`src/rtl/regfile_write_arbiter_if.sv`:
```
// ----------------------------------------------------------------------------
// regfile_write_arbiter_if
// Purpose : Bundles the two writeback request channels (ALU "a_*" and
//           memory-load "m_*") and the register-file write port of the
//           regfile write arbiter.
// Signals :
//   a_valid/a_ready/a_regid/a_data : ALU writeback request channel
//   m_valid/m_ready/m_regid/m_data : memory-load writeback request channel
//   wr_en/wr_regid/wr_data         : registered register-file write port
//   pending                        : one bit per register with a write in flight
// Modports: master = request producers / write consumer (bench side),
//           slave  = the arbiter.
// ----------------------------------------------------------------------------
interface regfile_write_arbiter_if #(
   parameter int DATA_W = 16
);
   logic              a_valid;
   logic              a_ready;
   logic [3:0]        a_regid;
   logic [DATA_W-1:0] a_data;
   logic              m_valid;
   logic              m_ready;
   logic [3:0]        m_regid;
   logic [DATA_W-1:0] m_data;
   logic              wr_en;
   logic [3:0]        wr_regid;
   logic [DATA_W-1:0] wr_data;
   logic [15:0]       pending;

   modport master (
      output a_valid, a_regid, a_data,
      output m_valid, m_regid, m_data,
      input  a_ready, m_ready,
      input  wr_en, wr_regid, wr_data, pending
   );

   modport slave (
      input  a_valid, a_regid, a_data,
      input  m_valid, m_regid, m_data,
      output a_ready, m_ready,
      output wr_en, wr_regid, wr_data, pending
   );
endinterface

```
`src/rtl/regfile_write_arbiter.sv`:
```
// ----------------------------------------------------------------------------
// regfile_write_arbiter
// Purpose : Merges ALU and memory-load writebacks onto a single register-file
//           write port. Each requester owns a one-entry holding slot; among
//           full slots the older one is written first, equal-age ties are
//           broken by a round-robin pointer. The write port is registered.
// Ports   :
//   clk    : single clock, all state on rising edge
//   rst_n  : asynchronous active-low reset
//   bus    : regfile_write_arbiter_if.slave (request channels, write port,
//            pending bitmap). Its DATA_W must match this module's DATA_W.
// Parameters:
//   DATA_W  : write data width
//   DROP_R0 : when 1, requests to register 0 are accepted and discarded
// ----------------------------------------------------------------------------
module regfile_write_arbiter #(
   parameter int DATA_W  = 16,
   parameter bit DROP_R0 = 1'b1
) (
   input  logic                    clk,
   input  logic                    rst_n,
   regfile_write_arbiter_if.slave  bus
);

   // Slot state
   logic              r_a_full, r_m_full;
   logic              r_a_age,  r_m_age;   // with both full, the set bit marks the older slot
   logic [3:0]        r_a_regid, r_m_regid;
   logic [DATA_W-1:0] r_a_data,  r_m_data;
   logic              r_rr;                // equal-age tie winner: 0 = A, 1 = M

   // Registered write port
   logic              r_wr_en;
   logic [3:0]        r_wr_regid;
   logic [DATA_W-1:0] r_wr_data;

   logic              w_tie;
   logic              w_gnt_a, w_gnt_m;
   logic              w_a_ready, w_m_ready;
   logic              w_a_drop, w_m_drop;
   logic              w_a_load, w_m_load;
   logic              w_a_full_nx, w_m_full_nx;
   logic              w_a_age_nx, w_m_age_nx;
   logic [15:0]       w_pending;

   // Arbitration: single full slot wins; two full slots go to the older one,
   // and only when they were loaded on the same edge does rr decide.
   always_comb begin
      w_tie   = r_a_full & r_m_full & (r_a_age == r_m_age);
      w_gnt_a = r_a_full & (~r_m_full | (w_tie ? ~r_rr : r_a_age));
      w_gnt_m = r_m_full & ~w_gnt_a;
   end

   // Ready depends only on state so a slot being drained can refill on the
   // same edge without a combinational path from valid.
   assign w_a_ready = ~r_a_full | w_gnt_a;
   assign w_m_ready = ~r_m_full | w_gnt_m;

   assign w_a_drop  = DROP_R0 && (bus.a_regid == 4'd0);
   assign w_m_drop  = DROP_R0 && (bus.m_regid == 4'd0);

   // A dropped request completes its handshake but never touches the slot.
   assign w_a_load  = bus.a_valid & w_a_ready & ~w_a_drop;
   assign w_m_load  = bus.m_valid & w_m_ready & ~w_m_drop;

   assign w_a_full_nx = w_a_load | (r_a_full & ~w_gnt_a);
   assign w_m_full_nx = w_m_load | (r_m_full & ~w_gnt_m);

   // Age update: a slot loaded next to a slot that keeps its old entry is the
   // younger one; two slots loaded on the same edge are equal (tie).
   always_comb begin
      w_a_age_nx = 1'b0;
      w_m_age_nx = 1'b0;
      if (w_a_full_nx && w_m_full_nx) begin
         if (w_a_load && !w_m_load) begin
            w_m_age_nx = 1'b1;
         end else if (w_m_load && !w_a_load) begin
            w_a_age_nx = 1'b1;
         end else if (!w_a_load && !w_m_load) begin
            w_a_age_nx = r_a_age;
            w_m_age_nx = r_m_age;
         end
      end
   end

   // Pending bitmap: held slots plus the write currently on the port.
   always_comb begin
      w_pending = 16'd0;
      if (r_a_full) w_pending[r_a_regid]  = 1'b1;
      if (r_m_full) w_pending[r_m_regid]  = 1'b1;
      if (r_wr_en)  w_pending[r_wr_regid] = 1'b1;
   end

   // Control and write-port registers
   always_ff @(posedge clk or negedge rst_n) begin
      if (!rst_n) begin
         r_a_full   <= 1'b0;
         r_m_full   <= 1'b0;
         r_a_age    <= 1'b0;
         r_m_age    <= 1'b0;
         r_rr       <= 1'b0;
         r_wr_en    <= 1'b0;
         r_wr_regid <= 4'd0;
         r_wr_data  <= '0;
      end else begin
         r_a_full <= w_a_full_nx;
         r_m_full <= w_m_full_nx;
         r_a_age  <= w_a_age_nx;
         r_m_age  <= w_m_age_nx;
         if (w_tie) begin
            r_rr <= ~r_rr;
         end
         r_wr_en <= w_gnt_a | w_gnt_m;
         if (w_gnt_a) begin
            r_wr_regid <= r_a_regid;
            r_wr_data  <= r_a_data;
         end else if (w_gnt_m) begin
            r_wr_regid <= r_m_regid;
            r_wr_data  <= r_m_data;
         end
      end
   end

   // Slot payload; qualified by the full bits, so no reset needed.
   always_ff @(posedge clk) begin
      if (w_a_load) begin
         r_a_regid <= bus.a_regid;
         r_a_data  <= bus.a_data;
      end
      if (w_m_load) begin
         r_m_regid <= bus.m_regid;
         r_m_data  <= bus.m_data;
      end
   end

   assign bus.a_ready  = w_a_ready;
   assign bus.m_ready  = w_m_ready;
   assign bus.wr_en    = r_wr_en;
   assign bus.wr_regid = r_wr_regid;
   assign bus.wr_data  = r_wr_data;
   assign bus.pending  = w_pending;

endmodule

```
`src/flat_wrapper.sv`:
```
// flat-port wrapper written by rule: the top's interface ports become plain ports
module regfile_write_arbiter_flat 
#(
   parameter int DATA_W  = 16,
   parameter bit DROP_R0 = 1'b1
)
  (clk, rst_n, bus_a_valid, bus_a_regid, bus_a_data, bus_m_valid, bus_m_regid, bus_m_data, bus_a_ready, bus_m_ready, bus_wr_en, bus_wr_regid, bus_wr_data, bus_pending);
  regfile_write_arbiter_if #(.DATA_W(DATA_W)) bus_i ();
  input  logic clk;
  input  logic rst_n;
  input wire logic [$bits(bus_i.a_valid)-1:0] bus_a_valid;
  input wire logic [$bits(bus_i.a_regid)-1:0] bus_a_regid;
  input wire logic [$bits(bus_i.a_data)-1:0] bus_a_data;
  input wire logic [$bits(bus_i.m_valid)-1:0] bus_m_valid;
  input wire logic [$bits(bus_i.m_regid)-1:0] bus_m_regid;
  input wire logic [$bits(bus_i.m_data)-1:0] bus_m_data;
  output wire logic [$bits(bus_i.a_ready)-1:0] bus_a_ready;
  output wire logic [$bits(bus_i.m_ready)-1:0] bus_m_ready;
  output wire logic [$bits(bus_i.wr_en)-1:0] bus_wr_en;
  output wire logic [$bits(bus_i.wr_regid)-1:0] bus_wr_regid;
  output wire logic [$bits(bus_i.wr_data)-1:0] bus_wr_data;
  output wire logic [$bits(bus_i.pending)-1:0] bus_pending;
  assign bus_i.a_valid = bus_a_valid;
  assign bus_i.a_regid = bus_a_regid;
  assign bus_i.a_data = bus_a_data;
  assign bus_i.m_valid = bus_m_valid;
  assign bus_i.m_regid = bus_m_regid;
  assign bus_i.m_data = bus_m_data;
  assign bus_a_ready = bus_i.a_ready;
  assign bus_m_ready = bus_i.m_ready;
  assign bus_wr_en = bus_i.wr_en;
  assign bus_wr_regid = bus_i.wr_regid;
  assign bus_wr_data = bus_i.wr_data;
  assign bus_pending = bus_i.pending;
  regfile_write_arbiter #(.DATA_W(DATA_W), .DROP_R0(DROP_R0)) u_core (.clk(clk), .rst_n(rst_n), .bus(bus_i));
endmodule
```
`config.mk`:
```
export PLATFORM = sky130hd
export DESIGN_NAME = regfile_write_arbiter_flat
export DESIGN_NICKNAME = d
export VERILOG_FILES = /design/src/rtl/regfile_write_arbiter_if.sv /design/src/rtl/regfile_write_arbiter.sv /design/src/flat_wrapper.sv
export SDC_FILE = /design/constraint.sdc
export NUM_CORES = 1
export LEC_CHECK = 0
export BUFFER_PORTS_ARGS = -buffer_cell sky130_fd_sc_hd__clkbuf_2
export CORE_ASPECT_RATIO = 1.25
export CORE_MARGIN = 2
export CORE_UTILIZATION = 49
export CTS_BUF_LIST = sky130_fd_sc_hd__clkbuf_4 sky130_fd_sc_hd__clkbuf_8
export DETAILED_ROUTE_END_ITERATION = 8
export PLACE_DENSITY = 0.88
export SYNTH_ARGS = -nofsm -noshare
export SYNTH_HDL_FRONTEND = slang
export SYNTH_SLANG_ARGS = --single-unit
```
`constraint.sdc`:
```
create_clock -name clk -period 2.35 [get_ports clk]
set_input_delay 0.235 -clock clk [delete_from_list [all_inputs] [get_ports clk]]
set_output_delay 0.235 -clock clk [all_outputs]
set_load 0.01 [all_outputs]
```
==> impl_metrics.env, run 1 <==
export IMPL_core_mm2=0.005818
export IMPL_grt_pass1_vias=2001
export IMPL_grt_max_degree=27
export IMPL_crit_path_start_kind="flip-flop"
export IMPL_gp_congestion=0.9604
export IMPL_max_stage_delay_ns=0.61
export IMPL_rsz0062_at_grt="false"
export IMPL_antenna_left=0
export IMPL_antenna_found_initial=0
export IMPL_ys_types=30
export IMPL_hold_viol_final=0
export IMPL_peakVddDrop_mv=0.6679
export IMPL_floorplan_initialDensity=0.5108
export IMPL_critPathCaptureType="output port"
export IMPL_tightest_slew_ns=0.6848
export IMPL_ys_top_cells_by_area="edfxtp_1 40%, dfrtp_1 22%, mux2_4 9.6%"
export IMPL_slew_viol_final=0
export IMPL_syn2layout_area_growth_pct=24.59
export IMPL_drtPass1Iterations=4
export IMPL_dp_hpwl_mm=4.585
export IMPL_grt_overflow=0
export IMPL_maxCapViolCount=0
export IMPL_drc_errors=0
export IMPL_leakagePower_uw=0.001694
export IMPL_setup_viol=0
export IMPL_clk_pin_slew_ns=0.08
export IMPL_worstSetupPathType="flip-flop to output port"
export IMPL_path_cells="nor3b_1, a22oi_1, nand2_1, clkbuf_2"
export IMPL_clock_path_buffers=2
export IMPL_hold_class="input pin to flip-flop"
export IMPL_synth_seq_area_share=0.6232
export IMPL_synth_top_area_cell="edfxtp_1"
export IMPL_row_count=31
export IMPL_drt_iter0_drc=114
export IMPL_synthCells=205
export IMPL_dp_slack_ns=0.6054
export IMPL_synth_top_area_share=0.4042
export IMPL_synth_seq_cells=66
export IMPL_min_period_ns=2.086
export IMPL_wl_per_cell_um=16.74
export IMPL_portBuffers=82
export IMPL_fmax_mhz=479.3
export IMPL_arrival_ns=1.85
export IMPL_grtUsageTotal=0.1919
export IMPL_required_ns=2.12
export IMPL_final_nets=343
export IMPL_tritoncts="yes"
export IMPL_die_x_um=73.66
export IMPL_cts_htree_levels=3
export IMPL_path_max_fanout=12
export IMPL_powerDensity_mw_per_mm2=1123
export IMPL_syn_area_mm2=0.002972
export IMPL_synth_fp_nets=249
export IMPL_grt_pass1_wl_mm=9.528
export IMPL_clk_latency_ns=0.34
export IMPL_fin_ws_ns=0.2638
export IMPL_max_slew_margin=0.5375
export IMPL_clock_sinks=66
export IMPL_cts_setup_buffers=0
export IMPL_die_h_um=91.07
export IMPL_numCtsBuffers=9
export IMPL_drive_above_1_share=0.4934
export IMPL_synth_avg_cell_area_um2=14.50
export IMPL_finalClockSkew_ns=0.007467
export IMPL_cpMaxStageDelayCell="dfrtp_1"
export IMPL_drt_vias_per_instance=5.589
export IMPL_outcome="complete, no violations"
export IMPL_yosys_warnings=0
export IMPL_tns_ns=0
export IMPL_wl_mm=6.194
export IMPL_num_io_pins=83
export IMPL_cts_root_buf="clkbuf_8"
export IMPL_vias=2068
export IMPL_insertedDiodeCount=0
export IMPL_die_area_mm2=0.006707
export IMPL_fin_crit_sh=0.8877
==> cell families (layout without fill, tap and decap cells) <==
family                 count (synthesis)  count (layout)  share of synthesized area
XOR/XNOR                               2               2                   0.005896
buffers and inverters                  8             107                    0.01684
multiplexers                          39              39                     0.1714
AND/OR/NAND/NOR                       65              65                     0.1137
AO/OA/AOI/OAI                         25              25                    0.06905
flip-flops                            66              66                     0.6232
==> critical path: cells and delay by family, from the launching register on <==
family	cells	cell delay, ns
simple gates	2	0.63
buf+inv	1	0.12
flops	1	0.61
compound gates	1	0.14
==> metrics by stage <==
step                cells  hold slack (ns)    util  total power, uW  instance area (um2)
floorplan             205         -0.06059       -             2713                 2978
detailed placement    353           0.2899  0.6002             3241                 3492
CTS                   370          0.04870  0.6363             4189                 3702
global route          370          0.04339  0.6363             4371                 3702
finish                370          0.06158  0.6363             4159                 3702
global placement      353           0.2872  0.6002             3180                 3492
==> path summary, 6_finish.rpt <==
path	start	endpoint	slack, ns	cells past startpoint
setup / recovery	u_core.r_m_full$_DFF_PN0_	bus_pending[4]	0.26	4
hold / removal	bus_a_data[4]	u_core.r_a_data[4]$_DFFE_PP_	0.06	1
setup reg to reg	u_core.r_rr$_DFFE_PN0N_	u_core.r_a_data[12]$_DFFE_PP_	0.58	4
hold reg to reg	u_core.r_m_data[15]$_DFFE_PP_	u_core.bus.wr_data[15]$_DFFE_PN0P_	0.47	1
max in group asynchronous	rst_n	u_core.bus.wr_data[10]$_DFFE_PN0P_	1.48	2
min in group asynchronous	rst_n	u_core.bus.wr_data[3]$_DFFE_PN0P_	0.44	2
==> layer usage <==
metal | part of all wire | wire length (um) | track usage
met1 | 0.39 | 2414 | 0.2189
met2 | 0.52 | 3240 | 0.3199
met3 | 0.063 | 390 | 0.05438
met4 | 0.024 | 148 | 0.09848
met5 | 0 | 0 | 0
==> timing repair <==
| action | 4_1_cts | 5_1_grt |
|---|---|---|
| hold endpoints to repair | 26 | 0 |
| hold buffers | 1 | 0 |
| gates resized for setup | 0 | 0 |
| setup endpoints to repair | 0 | 0 |
==> sequential cells by signal, summed over array words and instances, names as in the netlist <==
signal	cells
u_core.bus.wr_data	16
u_core.r_a_data	16
u_core.r_m_data	16
u_core.bus.wr_regid	4
u_core.r_a_regid	4
u_core.r_m_regid	4
u_core.bus.wr_en	1
u_core.r_a_age	1
u_core.r_a_full	1
u_core.r_m_age	1
u_core.r_m_full	1
u_core.r_rr	1
==> layout by cell type, fill, tap and decap left out, types with 3 or more instances in the layout <==
cell type,synthesis,layout
clkbuf_2,0,82
edfxtp_1,40,40
nand2_1,27,27
dfrtp_1,26,26
mux2_2,19,19
mux2_4,19,19
nand3_1,10,10
a22oi_1,10,10
clkbuf_8,0,9
and3b_1,6,6
nor2b_1,6,6
a32oi_1,5,5
nor2_1,5,5
buf_4,0,5
and3_1,3,3
==> power by group <==
group	switching [uW]	internal, uW	leakage (uW)
registers	229	1540	0.000689
logic	709	742	0.000909
clock network	447	496	0.0000962
total	1390	2770	0.00169
==> cells in the mapped netlist, drive strengths merged <==
master and number:
a21oi 1, a22oi 10, a31oi 2, a32oi 5, and2 1, and3 3, and3b 6, buf 6
dfrtp 26, edfxtp 40, inv 2, mux2 38, mux2i 1, nand2 27, nand3 10, nor2 5
nor2b 6, nor3 2, nor3b 3, o21ai 2, o21ba 1, o311a 1, o31ai 1, o41ai 2
or2 2, xor2 2
==> area by class of cell <==
type / count / area [um2]
inverter: 2 / 7.507
tap: 66 / 82.58
fill: 443 / 2116
clock inverter: 7 / 76.32
timing repair buffer: 89 / 478.0
clock buffer: 9 / 123.9
sequential: 66 / 1852
multi-input combinational: 131 / 1082
Power figures use the tool's default switching activity.
==> run 2, diff against run 1 <==
--- a/config.mk
+++ b/config.mk
@@ -5,11 +5,12 @@
 export SDC_FILE = /design/constraint.sdc
 export NUM_CORES = 1
 export LEC_CHECK = 0
-export BUFFER_PORTS_ARGS = -buffer_cell sky130_fd_sc_hd__clkbuf_2
+export BUFFER_PORTS_ARGS = -buffer_cell sky130_fd_sc_hd__buf_2
 export CORE_ASPECT_RATIO = 1.25
 export CORE_MARGIN = 2
 export CORE_UTILIZATION = 49
 export CTS_BUF_LIST = sky130_fd_sc_hd__clkbuf_4 sky130_fd_sc_hd__clkbuf_8
+export CTS_CLUSTER_SIZE = 28
 export DETAILED_ROUTE_END_ITERATION = 8
 export PLACE_DENSITY = 0.88
 export SYNTH_ARGS = -nofsm -noshare
==> run 2 against run 1 <==
Against the previous run: clock skew up 0.0015 ns; combinational power about the same; sequential cell count unchanged; first-iteration DRC count up 21%; critical path type unchanged; highest routed layer unchanged; cell count up 0.27%; die area unchanged.
==> impl_metrics.env, run 2 (synthesis results as in run 1) <==
export IMPL_hold_viol_final=0
export IMPL_hold_class="input pin to flip-flop"
export IMPL_outcome="complete, no violations"
export IMPL_antenna_found_initial=0
export IMPL_peakVddDrop_mv=0.6904
export IMPL_max_slew_margin=0.4988
export IMPL_insertedDiodeCount=0
export IMPL_finalClockSkew_ns=0.008966
export IMPL_layout_common_cells="82 x buf_2, 40 x edfxtp_1, 27 x nand2_1"
export IMPL_syn2layout_area_growth_pct=23.75
export IMPL_grt_pass1_vias=2009
export IMPL_ctsResizeCount=0
export IMPL_final_common_cell="buf_2"
export IMPL_slew_viol_final=0
export IMPL_final_nets=345
export IMPL_fillers=447
export IMPL_dp_cells=355
export IMPL_clock_path_buffers=2
export IMPL_wl_mm=6.187
export IMPL_grtUsageTotal=0.1976
export IMPL_reg2reg_slack_ns=0.41
export IMPL_stdcell_count=371
export IMPL_grt_max_degree=27
export IMPL_pwr_share_clk=0.206
export IMPL_die_area_mm2=0.006707
export IMPL_die_x_um=73.66
export IMPL_finish_utilization=0.6320
export IMPL_placed_area_mm2=0.003495
export IMPL_min_period_ns=2.038
export IMPL_worstSetupPathType="flip-flop to output port"
export IMPL_cts_setup_buffers=0
export IMPL_tritoncts="yes"
export IMPL_critPathCaptureType="output port"
export IMPL_clock_sinks=66
export IMPL_portBuffers=82
export IMPL_grt_pass1_wl_mm=9.756
export IMPL_vias=2053
export IMPL_cpMaxStageDelayCell="dfrtp_1"
export IMPL_clk_latency_ns=0.33
export IMPL_sw_frac_of_total=0.3225
export IMPL_arrival_ns=1.80
export IMPL_cts_htree_levels=3
export IMPL_tns_ns=0
export IMPL_seq_area_mm2=0.001852
export IMPL_maxCapViolCount=0
export IMPL_seq_power_share=0.432
export IMPL_leakagePower_uw=0.001691
export IMPL_row_count=31
export IMPL_drtPass1Iterations=4
export IMPL_drive_above_1_share=0.4951
export IMPL_drc_errors=0
export IMPL_die_h_um=91.07
export IMPL_num_io_pins=83
export IMPL_fin_crit_sh=0.8673
export IMPL_required_ns=2.12
export IMPL_cts_root_buf="clkbuf_8"
export IMPL_powerDensity_mw_per_mm2=1096
export IMPL_rsz0062_at_grt="false"
export IMPL_drt_vias_per_instance=5.534
export IMPL_floorplan_initialDensity=0.5108
export IMPL_max_stage_delay_ns=0.41
export IMPL_path_max_fanout=20
export IMPL_numCtsBuffers=9
export IMPL_fmax_mhz=490.6
export IMPL_gp_congestion=1.029
export IMPL_antenna_left=0
export IMPL_p_total_uw=4029
export IMPL_power_frac_comb=0.362
export IMPL_clk_pin_slew_ns=0.07
export IMPL_power_switching_uw=1299
export IMPL_wl_per_cell_um=16.68
export IMPL_drt_iter0_drc=138
export IMPL_multiInputGateArea_mm2=0.001082
export IMPL_dp_hpwl_mm=4.590
export IMPL_path_cells="buf_4, nor3b_2, a32oi_1, nand2_1, buf_2"
export IMPL_p_int_uw=2730
export IMPL_core_mm2=0.005818
export IMPL_cts_hold_buf=1
export IMPL_tightest_slew_ns=0.7421
export IMPL_grt_overflow=0
export IMPL_crit_path_start_kind="flip-flop"
export IMPL_setup_viol=0
export IMPL_fin_area_mm2=0.003677
[run 2: critical path: cells and delay by family, from the launching register on]
| kind | cells | cell delay [ns] |
|---|---|---|
| AOI/OAI and AO/OA | 1 | 0.16 |
| buffers and inverters | 2 | 0.43 |
| and+or+nand+nor | 2 | 0.47 |
| DFF | 1 | 0.41 |
[run 2: final timing paths]
| path | endpoint | startpoint | depth (start not counted) |
|---|---|---|---|
| worst max-delay path | bus_pending[3] | u_core.r_a_full$_DFF_PN0_ | 5 |
| worst min-delay path | u_core.r_m_data[5]$_DFFE_PP_ | bus_m_data[5] | 1 |
| worst max register to register | u_core.r_m_regid[2]$_DFFE_PP_ | u_core.r_a_age$_DFFE_PN0P_ | 4 |
| worst min register to register | u_core.bus.wr_data[5]$_DFFE_PN0P_ | u_core.r_m_data[5]$_DFFE_PP_ | 1 |
| max in group asynchronous | u_core.bus.wr_regid[0]$_DFFE_PN0P_ | rst_n | 2 |
| min in group asynchronous | u_core.bus.wr_data[5]$_DFFE_PN0P_ | rst_n | 2 |
[run 2: area by class of cell]
class / count / area share
sequential: 66 / 0.5036
inverter: 2 / 0.002042
clock buffer: 14 / 0.04559
tap: 66 / 0.02246
timing repair buffer: 91 / 0.1307
multi-input combinational: 131 / 0.2943
clock inverter: 1 / 0.001361
[run 2: power groups by stage]
stage	logic, uW	clock network (uW)	registers, uW
floorplan	915	0	1800
global route	1570	906	1790
detailed placement	1460	0	1760
global placement	1420	0	1750
CTS	1470	859	1740
finish	1460	830	1740
[run 2: layer usage]
layer	vias to the layer above	global-route usage	wire (um)
met5	-	0	0
met4	0	0.09848	110
met3	10	0.04772	424
met2	112	0.3185	3231
met1	967	0.2434	2421
li1	964	-	-
[run 2: through the flow]
stage	setup WS [ns]	hold slack, ns
6_report	0.3118	0.07429
5_1_grt	0.1402	0.04994
4_1_cts	0.3246	0.04818
3_5_place_dp	0.4150	0.2807
3_3_place_gp	0.4693	0.2737
2_1_floorplan	0.08801	-0.06059
